==> config.mk <==
export PLATFORM = sky130hd
export DESIGN_NAME = decimate_n
export DESIGN_NICKNAME = d
export VERILOG_FILES = /design/src/rtl/decimate_pkg.sv /design/src/rtl/decimate_acc.sv /design/src/rtl/decimate_n.sv
export SDC_FILE = /design/constraint.sdc
export NUM_CORES = 1
export LEC_CHECK = 0
export BUFFER_PORTS_ARGS = -buffer_cell sky130_fd_sc_hd__clkbuf_2
export CORE_MARGIN = 10
export CORE_UTILIZATION = 56
export CTS_BUF_LIST = sky130_fd_sc_hd__clkbuf_4 sky130_fd_sc_hd__clkbuf_8
export DETAILED_ROUTE_END_ITERATION = 8
export PLACE_DENSITY_LB_ADDON = 0.12
export SKIP_CTS_REPAIR_TIMING = 1
export SYNTH_ARGS = -nofsm -noshare
export SYNTH_HDL_FRONTEND = slang
export SYNTH_SLANG_ARGS = --single-unit
export TNS_END_PERCENT = 100
==> constraint.sdc <==
create_clock -name clk -period 2.95 [get_ports clk]
set_input_delay 0.7375 -clock clk [delete_from_list [all_inputs] [get_ports clk]]
set_output_delay 0.7375 -clock clk [all_outputs]
set_load 0.005 [all_outputs]
==> src/rtl/decimate_pkg.sv <==
// Shared defaults, derived widths and mode encodings for the decimator.
package decimate_pkg;

  localparam int ADC_WIDTH_DEF = 14;
  localparam int MAX_LOG2_DEF  = 4;
  localparam int LOG2_W_DEF    = 3;

  // Accumulator width: a full frame of 2^max_log2 samples adds max_log2 bits
  // of growth, so the sum of any frame is always representable.
  function automatic int acc_width(input int adc_width, input int max_log2);
    return adc_width + max_log2;
  endfunction

  localparam int ACC_WIDTH_DEF = acc_width(ADC_WIDTH_DEF, MAX_LOG2_DEF);

  // avg_mode encoding.
  localparam logic MODE_PICK = 1'b0;
  localparam logic MODE_AVG  = 1'b1;

endpackage

==> src/rtl/decimate_acc.sv <==
// Frame accumulator for average mode: sign-extends each accepted sample,
// sums it into the running frame total and exposes the floor-rounded mean
// of (total + current sample) so the top can register it on the last sample.
module decimate_acc
  import decimate_pkg::*;
#(
  parameter int ADC_WIDTH = ADC_WIDTH_DEF,
  parameter int MAX_LOG2  = MAX_LOG2_DEF,
  parameter int LOG2_W    = LOG2_W_DEF
) (
  input  logic                        clk,
  input  logic                        rst,
  input  logic signed [ADC_WIDTH-1:0] sample_in,
  input  logic                        sample_vld,
  input  logic                        frame_end,
  input  logic        [LOG2_W-1:0]    exp_sh,
  output logic signed [ADC_WIDTH-1:0] mean_out
);

  localparam int ACC_W = acc_width(ADC_WIDTH, MAX_LOG2);

  logic signed [ACC_W-1:0] acc_q;
  logic signed [ACC_W-1:0] acc_d;
  logic signed [ACC_W-1:0] sample_ext;
  logic signed [ACC_W-1:0] sum;

  // Sum including the current sample, its arithmetic-shift mean, and the next accumulator value.
  always_comb begin
    // NOTE: every variable assigned here gets a value on every path (defaults first), so no latch is inferred.
    sample_ext = {{MAX_LOG2{sample_in[ADC_WIDTH-1]}}, sample_in};
    sum        = acc_q + sample_ext;
    // >>> on a signed operand rounds toward minus infinity; the mean of a
    // frame always fits back into ADC_WIDTH bits, so truncation is exact.
    mean_out   = ADC_WIDTH'(sum >>> exp_sh);
    acc_d      = acc_q;
    if (sample_vld) begin
      acc_d = frame_end ? '0 : sum;
    end
  end

  // Accumulator register, cleared by reset and at every frame boundary.
  always_ff @(posedge clk) begin
    // NOTE: state registers use non-blocking assignments so every flop samples pre-edge values.
    if (rst) begin
      acc_q <= '0;
    end else begin
      acc_q <= acc_d;
    end
  end

endmodule

==> src/rtl/decimate_n.sv <==
// Power-of-two decimator: counts frames of M = 2^dec_log2 valid samples and
// emits either the first sample (pick mode) or the floor mean (average mode)
// of each frame, one cycle after the deciding sample, with a one-cycle strobe.
// Exponent and mode are only reloaded in reset and on a frame wrap so a
// frame in flight never changes length or mode. LOG2_W must be wide enough
// to hold MAX_LOG2.
module decimate_n
  import decimate_pkg::*;
#(
  parameter int ADC_WIDTH = ADC_WIDTH_DEF,
  parameter int MAX_LOG2  = MAX_LOG2_DEF,
  parameter int LOG2_W    = LOG2_W_DEF
) (
  input  logic                        clk,
  input  logic                        rst,
  input  logic signed [ADC_WIDTH-1:0] adc_data_in,
  input  logic                        adc_valid_in,
  input  logic        [LOG2_W-1:0]    dec_log2,
  input  logic                        avg_mode,
  output logic signed [ADC_WIDTH-1:0] adc_data_out,
  output logic                        adc_valid_out
);

  logic        [MAX_LOG2-1:0]  cnt_q,       cnt_d;
  logic        [LOG2_W-1:0]    exp_q,       exp_d;
  logic                        mode_q,      mode_d;
  logic signed [ADC_WIDTH-1:0] data_out_q,  data_out_d;
  logic                        valid_out_q, valid_out_d;

  logic        [LOG2_W-1:0]    exp_cfg;
  logic        [MAX_LOG2-1:0]  last_cnt;
  logic                        frame_end;
  logic signed [ADC_WIDTH-1:0] mean;

  // Clamp the requested exponent and derive the final phase of the active frame.
  always_comb begin
    exp_cfg   = (dec_log2 > LOG2_W'(MAX_LOG2)) ? LOG2_W'(MAX_LOG2) : dec_log2;
    // M-1 as a mask of exp_q ones; exp_q never exceeds MAX_LOG2.
    last_cnt  = ~({MAX_LOG2{1'b1}} << exp_q);
    frame_end = adc_valid_in && (cnt_q == last_cnt);
  end

  decimate_acc #(
    .ADC_WIDTH (ADC_WIDTH),
    .MAX_LOG2  (MAX_LOG2),
    .LOG2_W    (LOG2_W)
  ) u_acc (
    .clk        (clk),
    .rst        (rst),
    .sample_in  (adc_data_in),
    .sample_vld (adc_valid_in),
    .frame_end  (frame_end),
    .exp_sh     (exp_q),
    .mean_out   (mean)
  );

  // Phase counter, config reload on wrap, and output selection per mode.
  always_comb begin
    cnt_d       = cnt_q;
    exp_d       = exp_q;
    mode_d      = mode_q;
    data_out_d  = data_out_q;
    valid_out_d = 1'b0;
    if (adc_valid_in) begin
      cnt_d = frame_end ? '0 : cnt_q + 1'b1;
      if (frame_end) begin
        exp_d  = exp_cfg;
        mode_d = avg_mode;
      end
      if (mode_q == MODE_PICK && cnt_q == '0) begin
        data_out_d  = adc_data_in;
        valid_out_d = 1'b1;
      end else if (mode_q == MODE_AVG && frame_end) begin
        data_out_d  = mean;
        valid_out_d = 1'b1;
      end
    end
  end

  // Control and output registers; reset abandons any partial frame and loads the config.
  always_ff @(posedge clk) begin
    if (rst) begin
      cnt_q       <= '0;
      exp_q       <= exp_cfg;
      mode_q      <= avg_mode;
      data_out_q  <= '0;
      valid_out_q <= 1'b0;
    end else begin
      cnt_q       <= cnt_d;
      exp_q       <= exp_d;
      mode_q      <= mode_d;
      data_out_q  <= data_out_d;
      valid_out_q <= valid_out_d;
    end
  end

  assign adc_data_out  = data_out_q;
  assign adc_valid_out = valid_out_q;

endmodule

# Yosys cells after proc, flatten, opt, wreduce, memory -nomap -nowiden

Index checks and enable logic that the tools add are counted.

Bits of input ports: 21
Logic and storage cells: 38
Register bits after elaboration: 41

Shift operators: 2
Magnitude comparators: 1
Equal/unequal tests: 1
Bitwise logic cells: 3
Add/subtract/negate cells: 2
Mux-type cells: 13
Reductions and logical operators: 10

Operators with widths:

| kind                                                               | count |
|---|---|
| 14-bit 2-to-1 mux                                                  | 2 |
| 18-bit by 14-bit adder with 18-bit output                          | 1 |
| 18-bit 2-to-1 mux                                                  | 1 |
| 18-bit by 3-bit >>> shifter with 14-bit output                     | 1 |
| 3-bit 2-to-1 mux                                                   | 4 |
| 2-bit nonzero test                                                 | 3 |
| 1-bit 2-to-1 mux                                                   | 5 |
| 4-bit by 1-bit adder with 4-bit output (second input constant)     | 1 |
| 4-bit equality test                                                | 1 |
| 4-bit logical NOT                                                  | 1 |
| 4-bit 2-to-1 mux                                                   | 1 |
| 4-bit NOT                                                          | 1 |
| 2-bit AND reduction                                                | 2 |
| 4-bit by 3-bit << shifter with 4-bit output (first input constant) | 1 |
| 3-bit greater-than comparator (second input constant)              | 1 |
| 1-bit logical AND                                                  | 3 |
| 1-bit NOT                                                          | 2 |
| 2-bit OR reduction                                                 | 1 |

# Logic depth before layout (Yosys ltp)

Gate-level depths: netlist of the first run.

Word-level depth: 7
Gate-level depth with buffers: 10
Gate-level depth less buffers: 10

# Hierarchy

A second synthesis of the first run with hierarchy kept.

Cells, all modules: 414
Area total of the unflattened synthesis: 3384.5 µm²

By module, submodules not included:

| module       | cells each | seq. area each (µm²) | area an instance (µm²) | instances |
|---|---|---|---|---|
| decimate_acc | 287        | 360.3                | 2165.8                 | 1 |
| decimate_n   | 127        | 500.5                | 1218.7                 | 1 |

# Worst setup path after synthesis of the first run

Ideal clock, no wire load.

Kind: input to register
From: input port adc_data_in[0]
To: register data_out_q[8], in the netlist adc_data_out[8]
Slack: -250 ps
Path buffers: 0
Cell stages on the path: 9
Data arrival time: 3082 ps
Setup time: 119 ps
Path through: ha_1 > fa_1 > a211oi_2 > o211ai_4 > a21oi_2 > xnor2_2 > a2111o_1 > mux2_2 > o221a_1

Word-level cells in the longest chain between the ends: 4

RTL lines:

| what                                           | RTL line           | source |
|---|---|---|
| start: declaration                             | decimate_n.sv:16   | `input logic signed [ADC_WIDTH-1:0] adc_data_in,` |
| 18-bit by 14-bit adder with 18-bit output      | decimate_acc.sv:31 | `sum = acc_q + sample_ext;` |
| 18-bit by 3-bit >>> shifter with 14-bit output | decimate_acc.sv:34 | `mean_out = ADC_WIDTH'(sum >>> exp_sh);` |
| 14-bit 2-to-1 mux                              | decimate_n.sv:73   | `end else if (mode_q == MODE_AVG && frame_end) begin` |
| 14-bit 2-to-1 mux                              | decimate_n.sv:70   | `if (mode_q == MODE_PICK && cnt_q == '0) begin` |
| end signal: assignment                         | decimate_n.sv:92   | `data_out_q <= data_out_d;` |
| end: declaration                               | decimate_n.sv:27   | `logic signed [ADC_WIDTH-1:0] data_out_q, data_out_d;` |

Every way passes these cells. The select of a mux whose other input is x is not followed.
A chain may end at the register's enable or synchronous reset.

# Worst setup path after layout of the first run

From: input port adc_data_in[0]
To: register data_out_q[7], in the netlist adc_data_out[7]

Same word-level chain as after synthesis.

==> flow_summary.json, run 1 <==
{
  "outcome": "complete, no violations",
  "initialDrtViolationCount": 351,
  "grt_max_degree": 30,
  "setup_slack_ns": 0.0177,
  "synth_flop_cell": "dfxtp_1",
  "grt_pass1_vias": 3451,
  "synth.distinct_cells": 67,
  "dpl.hpwl_um": 8280,
  "core_um2": 5920,
  "drv_cap": 0,
  "crit_buf_inv": 2,
  "rows": 28,
  "routedWlPerCell_um": 18.5,
  "hold_viol": 0,
  "die_h_um": 98.2,
  "final_common_cell": "buf_4",
  "drv_slew": 0,
  "clock_path_buffers": 2,
  "grt_pass1_wl_um": 17200,
  "die_area_um2": 9640,
  "crit_fanout": 4,
  "track_usage": 0.211,
  "worstPathArrival_ns": 3.16,
  "vias_per_cell": 6.19,
  "crit_type": "in -> reg",
  "yosysSeqAreaShare": 0.252,
  "async_flop_share": 0,
  "ys_ff_latch": 41,
  "antenna_cells": 0,
  "setup_viol": 0,
  "h-tree-depth": 2,
  "max-slew-margin-rel": 0.281,
  "clk_latency_ns": 0.30,
  "tightest_slew_ns": 1.08,
  "endpoint_kind": "flop",
  "start_util": 0.578,
  "cellPowerDensity_nw_per_um2": 537,
  "port_buffers": 35,
  "yosys_warnings": 0,
  "layout_common_cells": "buf_4, nor2_1, a21oi_1, dfxtp_1, nand2_1",
  "synth-edff-count": 4,
  "vias": 3696,
  "root_buffer": "clkbuf_8",
  "num_io_pins": 36,
  "period_share": 0.994,
  "routed_wl_um": 11000,
  "drive_gt1_frac": 0.324,
  "cts_tree": "yes",
  "drtPass1Iterations": 6,
  "tns_ns": 0,
  "place_ws_ns": -0.421,
  "fin_skew_ns": 0.0106,
  "critPathMaxStageDelay_ns": 0.48,
  "rsz0062_at_grt": "true",
  "areaGrowthSynthToFinish_pct": 29.8,
  "worstSetupStartpointType": "input port",
  "antenna_found_initial": 0,
  "critPathRequiredTime_ns": 3.18,
  "path_cells": "buf_6 > ha_4 > fa_2 > a211oi_4 > o211ai_4 > a21boi_1 > xnor2_1 > buf_4 > mux2i_1 > mux4_2 > a211oi_2",
  "syn_inst": 428,
  "slowest_stage": "mux4_2",
  "die_w_um": 98.2,
  "period_needed_ns": 2.93,
  "grt-ovfl-total": 0,
  "ir_drop_mv": 0.414,
  "postRouteAntennaNets": 0,
  "syn_area_um2": 3420,
  "p_leak_nw": 1.95,
  "critPathTopFamily": "compound AO/OA/AOI/OAI gates",
  "cts_sinks": 41,
  "syn_avg_cell_area_um2": 8.00,
  "fmax_mhz": 341,
  "cts.clk_slew.worst_paths_ns": 0.08,
  "place_congestion": 0.993,
  "nNetsFinal": 563,
  "drc_errors": 0,
  "hold_path.class": "reg -> reg",
  "syn_nets": 469,
  "cts_made_buffers": 5
}
## path summary, 6_finish.rpt
check	start	endpoint	slack (ns)	cells after the start
hold / removal	u_acc.acc_q[10]$_SDFFE_PP0P_	u_acc.acc_q[10]$_SDFFE_PP0P_	0.48	2
setup reg to reg	cnt_q[0]$_SDFFE_PP0P_	adc_data_out[9]$_SDFFE_PP0P_	0.15	9
hold reg to reg	u_acc.acc_q[10]$_SDFFE_PP0P_	u_acc.acc_q[10]$_SDFFE_PP0P_	0.48	2
setup / recovery	adc_data_in[0]	adc_data_out[7]$_SDFFE_PP0P_	0.02	11
## routing by layer
metal	routed length [um]	vias up	GRT usage
li1	-	1756	-
met5	0	-	0
met4	205	0	0.0573
met1	4690	1713	0.274
met2	5060	203	0.336
met3	1070	24	0.0550
## worst reg2reg max path: stages, from the launching register on
cell	delay (ns)
dfxtp_1	0.41
inv_1	0.09
ha_1	0.21
nor4b_4	0.18
nand2_1	0.14
a21boi_1	0.87
or3_1	0.26
o21ai_0	0.09
a311o_1	0.34
a31oi_1	0.13
## cell usage after synthesis, drive strengths merged (5+ instances only)
cell	n	area, um^2
a21oi	46	238
nor2	41	154
dfxtp	37	741
nand2	35	131
clkbuf	22	82.6
ha	19	238
o21ai	19	98.8
nand2b	17	106
nand3	16	80.1
xnor2	14	130
nor2b	11	68.8
a211oi	10	90.1
nor3	10	50.1
buf	9	41.3
a21o	8	60.1
mux2i	8	80.1
o211ai	8	83.8
xor2	8	77.6
and3	7	43.8
inv	7	26.3
or3	6	37.5
nand4	5	31.3
## cell type report
type,count,area (um^2)
clock buffer,7,90.1
fill,448,1480
inverter,7,26.3
multi-input combinational,349,2570
sequential,41,861
tap,75,93.8
timing repair buffer,118,805
## cells by family (layout without fill, tap and decap cells)
logic type | count (synthesis) | after routing | share of synthesized area
mux | 15 | 15 | 0.0596
flops | 41 | 41 | 0.252
simple gates | 162 | 162 | 0.241
buf+inv | 38 | 132 | 0.0439
xor+xnor | 22 | 22 | 0.0607
fa+ha+maj | 20 | 20 | 0.0753
compound gates | 130 | 130 | 0.268
## registers in the layout, indices dropped and copies added (netlist names)
name	flops
adc_data_out	14
u_acc.acc_q	18
cnt_q	4
mode_q	1
adc_valid_out	1
exp_q	3
## through the flow
step | hold WS [ns] | power [mW] | instance area [um^2] | std cells | util
after CTS | 0.477 | 2.27 | 4300 | 594 | 0.725
final | 0.479 | 2.39 | 4440 | 597 | 0.750
after floorplan | 0.450 | 1.39 | 3460 | 428 | -
after global routing | 0.500 | 2.52 | 4440 | 597 | 0.750
after detailed placement | 0.465 | 1.88 | 4210 | 587 | 0.710
after global placement | 0.460 | 1.84 | 4210 | 587 | 0.710
## power by group
part,total [mW],internal [mW],switching (mW)
registers,0.665,0.622,0.0424
logic,1.33,0.642,0.683
clock network,0.397,0.195,0.202
total,2.39,1.46,0.927
Note: power is estimated with default switching activity, not from simulation.
==> run 2, diff against run 1 <==
--- a/config.mk
+++ b/config.mk
@@ -7,7 +7,7 @@
 export LEC_CHECK = 0
 export BUFFER_PORTS_ARGS = -buffer_cell sky130_fd_sc_hd__clkbuf_2
 export CORE_MARGIN = 10
-export CORE_UTILIZATION = 56
+export CORE_UTILIZATION = 50
 export CTS_BUF_LIST = sky130_fd_sc_hd__clkbuf_4 sky130_fd_sc_hd__clkbuf_8
 export DETAILED_ROUTE_END_ITERATION = 8
 export PLACE_DENSITY_LB_ADDON = 0.12
==> run 2 against run 1 <==
Net effect:
- first-iteration DRC count fell by 14%
- maximum frequency increased by 0.65%
- clock skew down 0.0027 ns
- setup slack improved by 0.019 ns
- flip-flop and latch count did not move
- critical path type unchanged
==> flow_summary.json, run 2 (synthesis results as in run 1) <==
{
  "r2r_start": "u_acc.acc_q[0]$_SDFFE_PP0P_",
  "hold_path.class": "reg -> reg",
  "antenna_cells": 0,
  "period_share": 0.988,
  "areaGrowthSynthToFinish_pct": 28.7,
  "place_congestion": 0.936,
  "cellPowerDensity_nw_per_um2": 524,
  "dpl.hpwl_um": 8110,
  "vias_per_cell": 6.03,
  "largest_reg_flops": 18,
  "drtPass1Iterations": 5,
  "layout_common_cells": "buf_4, nor2_1, a21oi_1, dfxtp_1, nand2_1",
  "nNetsFinal": 561,
  "worst_r2r_path_depth": 9,
  "r2r-end": "adc_data_out[8]$_SDFFE_PP0P_",
  "postRouteAntennaNets": 0,
  "min_to": "u_acc.acc_q[4]$_SDFFE_PP0P_",
  "worstPathArrival_ns": 3.11,
  "vias": 3623,
  "die_area_um2": 10600,
  "initialDrtViolationCount": 301,
  "critPathRequiredTime_ns": 3.15,
  "cts.clk_slew.worst_paths_ns": 0.08,
  "routed_wl_um": 10600,
  "drive_gt1_frac": 0.319,
  "ir_drop_mv": 0.255,
  "max-slew-margin-rel": 0.441,
  "num_io_pins": 36,
  "drv_slew": 0,
  "track_usage": 0.199,
  "grt_pass1_vias": 3390,
  "fin_skew_ns": 0.00798,
  "postLayoutCoreUtil": 0.655,
  "tns_ns": 0,
  "grt-ovfl-total": 0,
  "setup_viol": 0,
  "h-tree-depth": 2,
  "hold_depth": 2,
  "core_um2": 6720,
  "die_w_um": 103,
  "cts_tree": "yes",
  "period_needed_ns": 2.91,
  "port_buffers": 35,
  "placed_cell_area_um2": 4210,
  "p_leak_nw": 1.94,
  "endpoint_kind": "flop",
  "tightest_slew_ns": 0.832,
  "rows": 30,
  "hold_viol": 0,
  "clock_path_buffers": 2,
  "final_area_um2": 4400,
  "whs_ns": 0.478,
  "cts_sinks": 41,
  "clk_latency_ns": 0.30,
  "drv_cap": 0,
  "grt_pass1_wl_um": 16700,
  "outcome": "complete, no violations",
  "r2r_setup_slack_ns": 0.22,
  "cts_made_buffers": 5,
  "start_util": 0.509,
  "grt_max_degree": 37,
  "crit_type": "in -> reg",
  "die_h_um": 103,
  "worstSetupStartpointType": "input port",
  "largest-register": "u_acc.acc_q",
  "drc_errors": 0,
  "antenna_found_initial": 0,
  "hold_start": "u_acc.acc_q[4]$_SDFFE_PP0P_",
  "routedWlPerCell_um": 17.6,
  "crit_fanout": 4,
  "rsz0062_at_grt": "true",
  "final_common_cell": "buf_4",
  "root_buffer": "clkbuf_8",
  "fmax_mhz": 343
}
run 2: cell types whose count changed in the layout (fill, tap and decap cells not counted), moves of 2 or more:
cell / previous run / this run
buf_4: 83 / 81
ha_4: 3 / 1
o21ai_1: 4 / 2
clkinv_2: 0 / 2
ha_1: 16 / 18
run 2: layout make-up:
class                      instances  area [um^2]
inverter                           7         26.3
tap                               80          100
timing repair buffer             116          793
fill                             585         2320
clock buffer                       6         76.3
multi-input combinational        349         2540
clock inverter                     2         10.0
sequential                        41          861
run 2: stage by stage:
stage          power [mW]  worst slack (ns)  cells
2_1_floorplan        1.39            -0.140    428
3_3_place_gp         1.84            -0.325    592
3_5_place_dp         1.86            -0.370    592
4_1_cts              2.25           -0.0520    600
6_report             2.31            0.0368    601
5_1_grt              2.45           -0.0323    601
run 2: critical path, cell delays in order:
cell and delay, ns:
buf_8 0.10, ha_4 0.16, fa_2 0.37, a211oi_4 0.30, o211ai_4 0.14, a21oi_4 0.20
xnor2_2 0.08, a2111o_1 0.48, mux2_4 0.30, o221a_1 0.23
run 2: worst max path at each step:
stage	end	start	depth (start not counted)
after CTS	adc_data_out[11]$_SDFFE_PP0P_	adc_data_in[0]	11
after global placement	adc_data_out[11]$_SDFFE_PP0P_	adc_data_in[0]	11
final	adc_data_out[8]$_SDFFE_PP0P_	adc_data_in[0]	10
after global routing	adc_data_out[6]$_SDFFE_PP0P_	adc_data_in[0]	11
after detailed placement	adc_data_out[11]$_SDFFE_PP0P_	adc_data_in[0]	11
after floorplan	adc_data_out[11]$_SDFFE_PP0P_	adc_data_in[0]	10
run 2: per-layer routing:
| metal | track usage | share of wire | wire, um |
|---|---|---|---|
| met5 | 0 | 0 | 0 |
| met4 | 0.0781 | 0.027 | 288 |
| met3 | 0.0322 | 0.076 | 797 |
| met2 | 0.302 | 0.43 | 4580 |
| met1 | 0.275 | 0.46 | 4890 |
run 2: where the power goes:
| part | total [mW] | switching, mW | leakage (nW) | internal (mW) |
|---|---|---|---|---|
| clock | 0.386 | 0.212 | 0.0484 | 0.174 |
| combinational | 1.26 | 0.642 | 1.55 | 0.614 |
| sequential | 0.664 | 0.0416 | 0.344 | 0.622 |
| total | 2.31 | 0.896 | 1.94 | 1.41 |
==> run 3, diff against run 2 <==
--- a/config.mk
+++ b/config.mk
@@ -6,11 +6,13 @@
 export NUM_CORES = 1
 export LEC_CHECK = 0
 export BUFFER_PORTS_ARGS = -buffer_cell sky130_fd_sc_hd__clkbuf_2
+export CELL_PAD_IN_SITES_DETAIL_PLACEMENT = 1
+export CELL_PAD_IN_SITES_GLOBAL_PLACEMENT = 2
 export CORE_MARGIN = 10
-export CORE_UTILIZATION = 50
+export CORE_UTILIZATION = 33
 export CTS_BUF_LIST = sky130_fd_sc_hd__clkbuf_4 sky130_fd_sc_hd__clkbuf_8
 export DETAILED_ROUTE_END_ITERATION = 8
-export PLACE_DENSITY_LB_ADDON = 0.12
+export PLACE_DENSITY = 0.9
 export SKIP_CTS_REPAIR_TIMING = 1
 export SYNTH_ARGS = -nofsm -noshare
 export SYNTH_HDL_FRONTEND = slang
==> run 3 against run 2 <==
Net effect:
- the run now ends with setup timing left
- clock skew grew 0.0032 ns
- sequential power is essentially flat
- first-iteration DRC count grew 8.0%
- utilization shrank 21 points
- total power grew 8.5%
- maximum frequency shrank 2.4%
- flip-flop and latch count is the same
- non-clock buffer count grew 10
- final cell count grew 11%
- via count grew 6.4%
- hold slack lost 0.0038 ns
- setup slack lost 0.072 ns
- critical path type unchanged
- highest routed layer unchanged
==> flow_summary.json, run 3 (synthesis results as in run 1) <==
{
  "outcome": "finished with violations",
  "violations": "setup timing",
  "drv_cap": 0,
  "crit_type": "in -> reg",
  "setup_slack_ns": -0.0350,
  "routed_wl_um": 13600,
  "fmax_mhz": 335,
  "antenna_cells": 0,
  "cellPowerDensity_nw_per_um2": 544,
  "postRouteAntennaNets": 0,
  "grt_pass1_wl_um": 20900,
  "rows": 37,
  "rsz0062_at_grt": "true",
  "drtPass1Iterations": 5,
  "path_cells": "clkbuf_2 > ha_1 > buf_4 > o211ai_2 > o211ai_4 > a21oi_4 > o21ai_2 > xor2_2 > mux2i_1 > mux4_2 > a211oi_2",
  "drive_gt1_frac": 0.343,
  "postLayoutCoreUtil": 0.449,
  "initialDrtViolationCount": 325,
  "die_area_um2": 14800,
  "num_io_pins": 36,
  "worstPathArrival_ns": 3.20,
  "crit_fanout": 5,
  "core_um2": 10200,
  "largest_reg_flops": 18,
  "dp_cells": 654,
  "layout_common_cells": "buf_4, nor2_1, a21oi_1, dfxtp_1, nand2_1",
  "place_congestion": 0.944,
  "fin_skew_ns": 0.0112,
  "cts_tree": "yes",
  "start_util": 0.334,
  "period_needed_ns": 2.98,
  "critPathMaxStageDelay_ns": 0.50,
  "p_leak_nw": 2.02,
  "hold_viol": 0,
  "nNetsFinal": 571,
  "clk_latency_ns": 0.30,
  "place_ws_ns": -0.452,
  "r2r_setup_slack_ns": 0.12,
  "drc_errors": 0,
  "grt_max_degree": 30,
  "clock_path_buffers": 2,
  "drv_slew": 0,
  "cts.clk_slew.worst_paths_ns": 0.09,
  "n_fill_cell": 1256,
  "vias": 3855,
  "port_buffers": 35,
  "stdcell_count": 667,
  "period_share": 1.01,
  "antenna_found_initial": 0,
  "tns_ns": -0.0779,
  "dpl.hpwl_um": 10200,
  "slowest_stage": "mux4_2",
  "endpoint_kind": "flop",
  "setup_viol": 3,
  "largest-register": "u_acc.acc_q",
  "hold_path.class": "reg -> reg",
  "max-slew-margin-rel": 0.518,
  "grt-ovfl-total": 0,
  "critPathRequiredTime_ns": 3.17,
  "h-tree-depth": 2,
  "grt_pass1_vias": 3903,
  "root_buffer": "clkbuf_8",
  "areaGrowthSynthToFinish_pct": 34.4,
  "cts_made_buffers": 5,
  "die_h_um": 122,
  "final_common_cell": "buf_4",
  "die_w_um": 122,
  "cts_sinks": 41,
  "ir_drop_mv": 0.253,
  "tightest_slew_ns": 0.723,
  "worstSetupStartpointType": "input port",
  "track_usage": 0.173,
  "routedWlPerCell_um": 20.4,
  "vias_per_cell": 5.78
}
==> run 3: cell count changes in the layout (fill, tap and decap cells not counted), moves of 2 or more <==
cell and change:
a21boi_1 -2, xnor2_1 -2, clkinv_2 -2, a21boi_2 +2, o21ai_0 -3, o21ai_1 +4
xnor2_2 +2, buf_4 +10
==> run 3: worst max-delay path, delay by kind of cell <==
kind,cells,cell delay (ns)
compound gates,5,0.97
xor+xnor,1,0.22
fa+ha+maj,1,0.35
buf+inv,2,0.29
mux,2,0.63
==> run 3: final cells by class <==
cell class / count / area [um^2] / share of cell area
well taps: 136 / 170 / 0.0370
flip-flops and latches: 41 / 861 / 0.187
inverters: 7 / 26.3 / 0.00571
repair buffers: 126 / 868 / 0.189
multi-input cells: 349 / 2570 / 0.560
clock buffers: 8 / 97.6 / 0.0212
==> run 3: where the power goes <==
| part | internal (mW) | total (mW) | switching, mW |
|---|---|---|---|
| combinational | 0.673 | 1.41 | 0.736 |
| clock | 0.210 | 0.427 | 0.217 |
| sequential | 0.622 | 0.667 | 0.0443 |
==> run 3: per-stage QoR <==
| stage | hold slack (ns) | total power, mW | cell area (um^2) |
|---|---|---|---|
| after global placement | 0.464 | 1.89 | 4330 |
| final | 0.474 | 2.50 | 4600 |
| after CTS | 0.479 | 2.38 | 4420 |
| after floorplan | 0.450 | 1.39 | 3460 |
| after detailed placement | 0.465 | 1.94 | 4330 |
| after global routing | 0.495 | 2.64 | 4600 |
==> run 3: path summary, 6_finish.rpt <==
| kind | to | startpoint | depth (start not counted) |
|---|---|---|---|
| max | adc_data_out[7]$_SDFFE_PP0P_ | adc_data_in[5] | 11 |
| min | u_acc.acc_q[10]$_SDFFE_PP0P_ | u_acc.acc_q[10]$_SDFFE_PP0P_ | 2 |
| max reg2reg | adc_data_out[8]$_SDFFE_PP0P_ | u_acc.acc_q[0]$_SDFFE_PP0P_ | 9 |
| min reg2reg | u_acc.acc_q[10]$_SDFFE_PP0P_ | u_acc.acc_q[10]$_SDFFE_PP0P_ | 2 |
==> run 3: layer usage <==
metal  routed length [um]  global-route usage  vias to the layer above  part of all wire
li1                     -                   -                     1772                 -
met1                 5570               0.216                     1911              0.41
met2                 6780               0.304                      141              0.50
met3                  941              0.0231                       31             0.069
met4                  352              0.0499                        0             0.026
met5                    0                   0                        -                 0
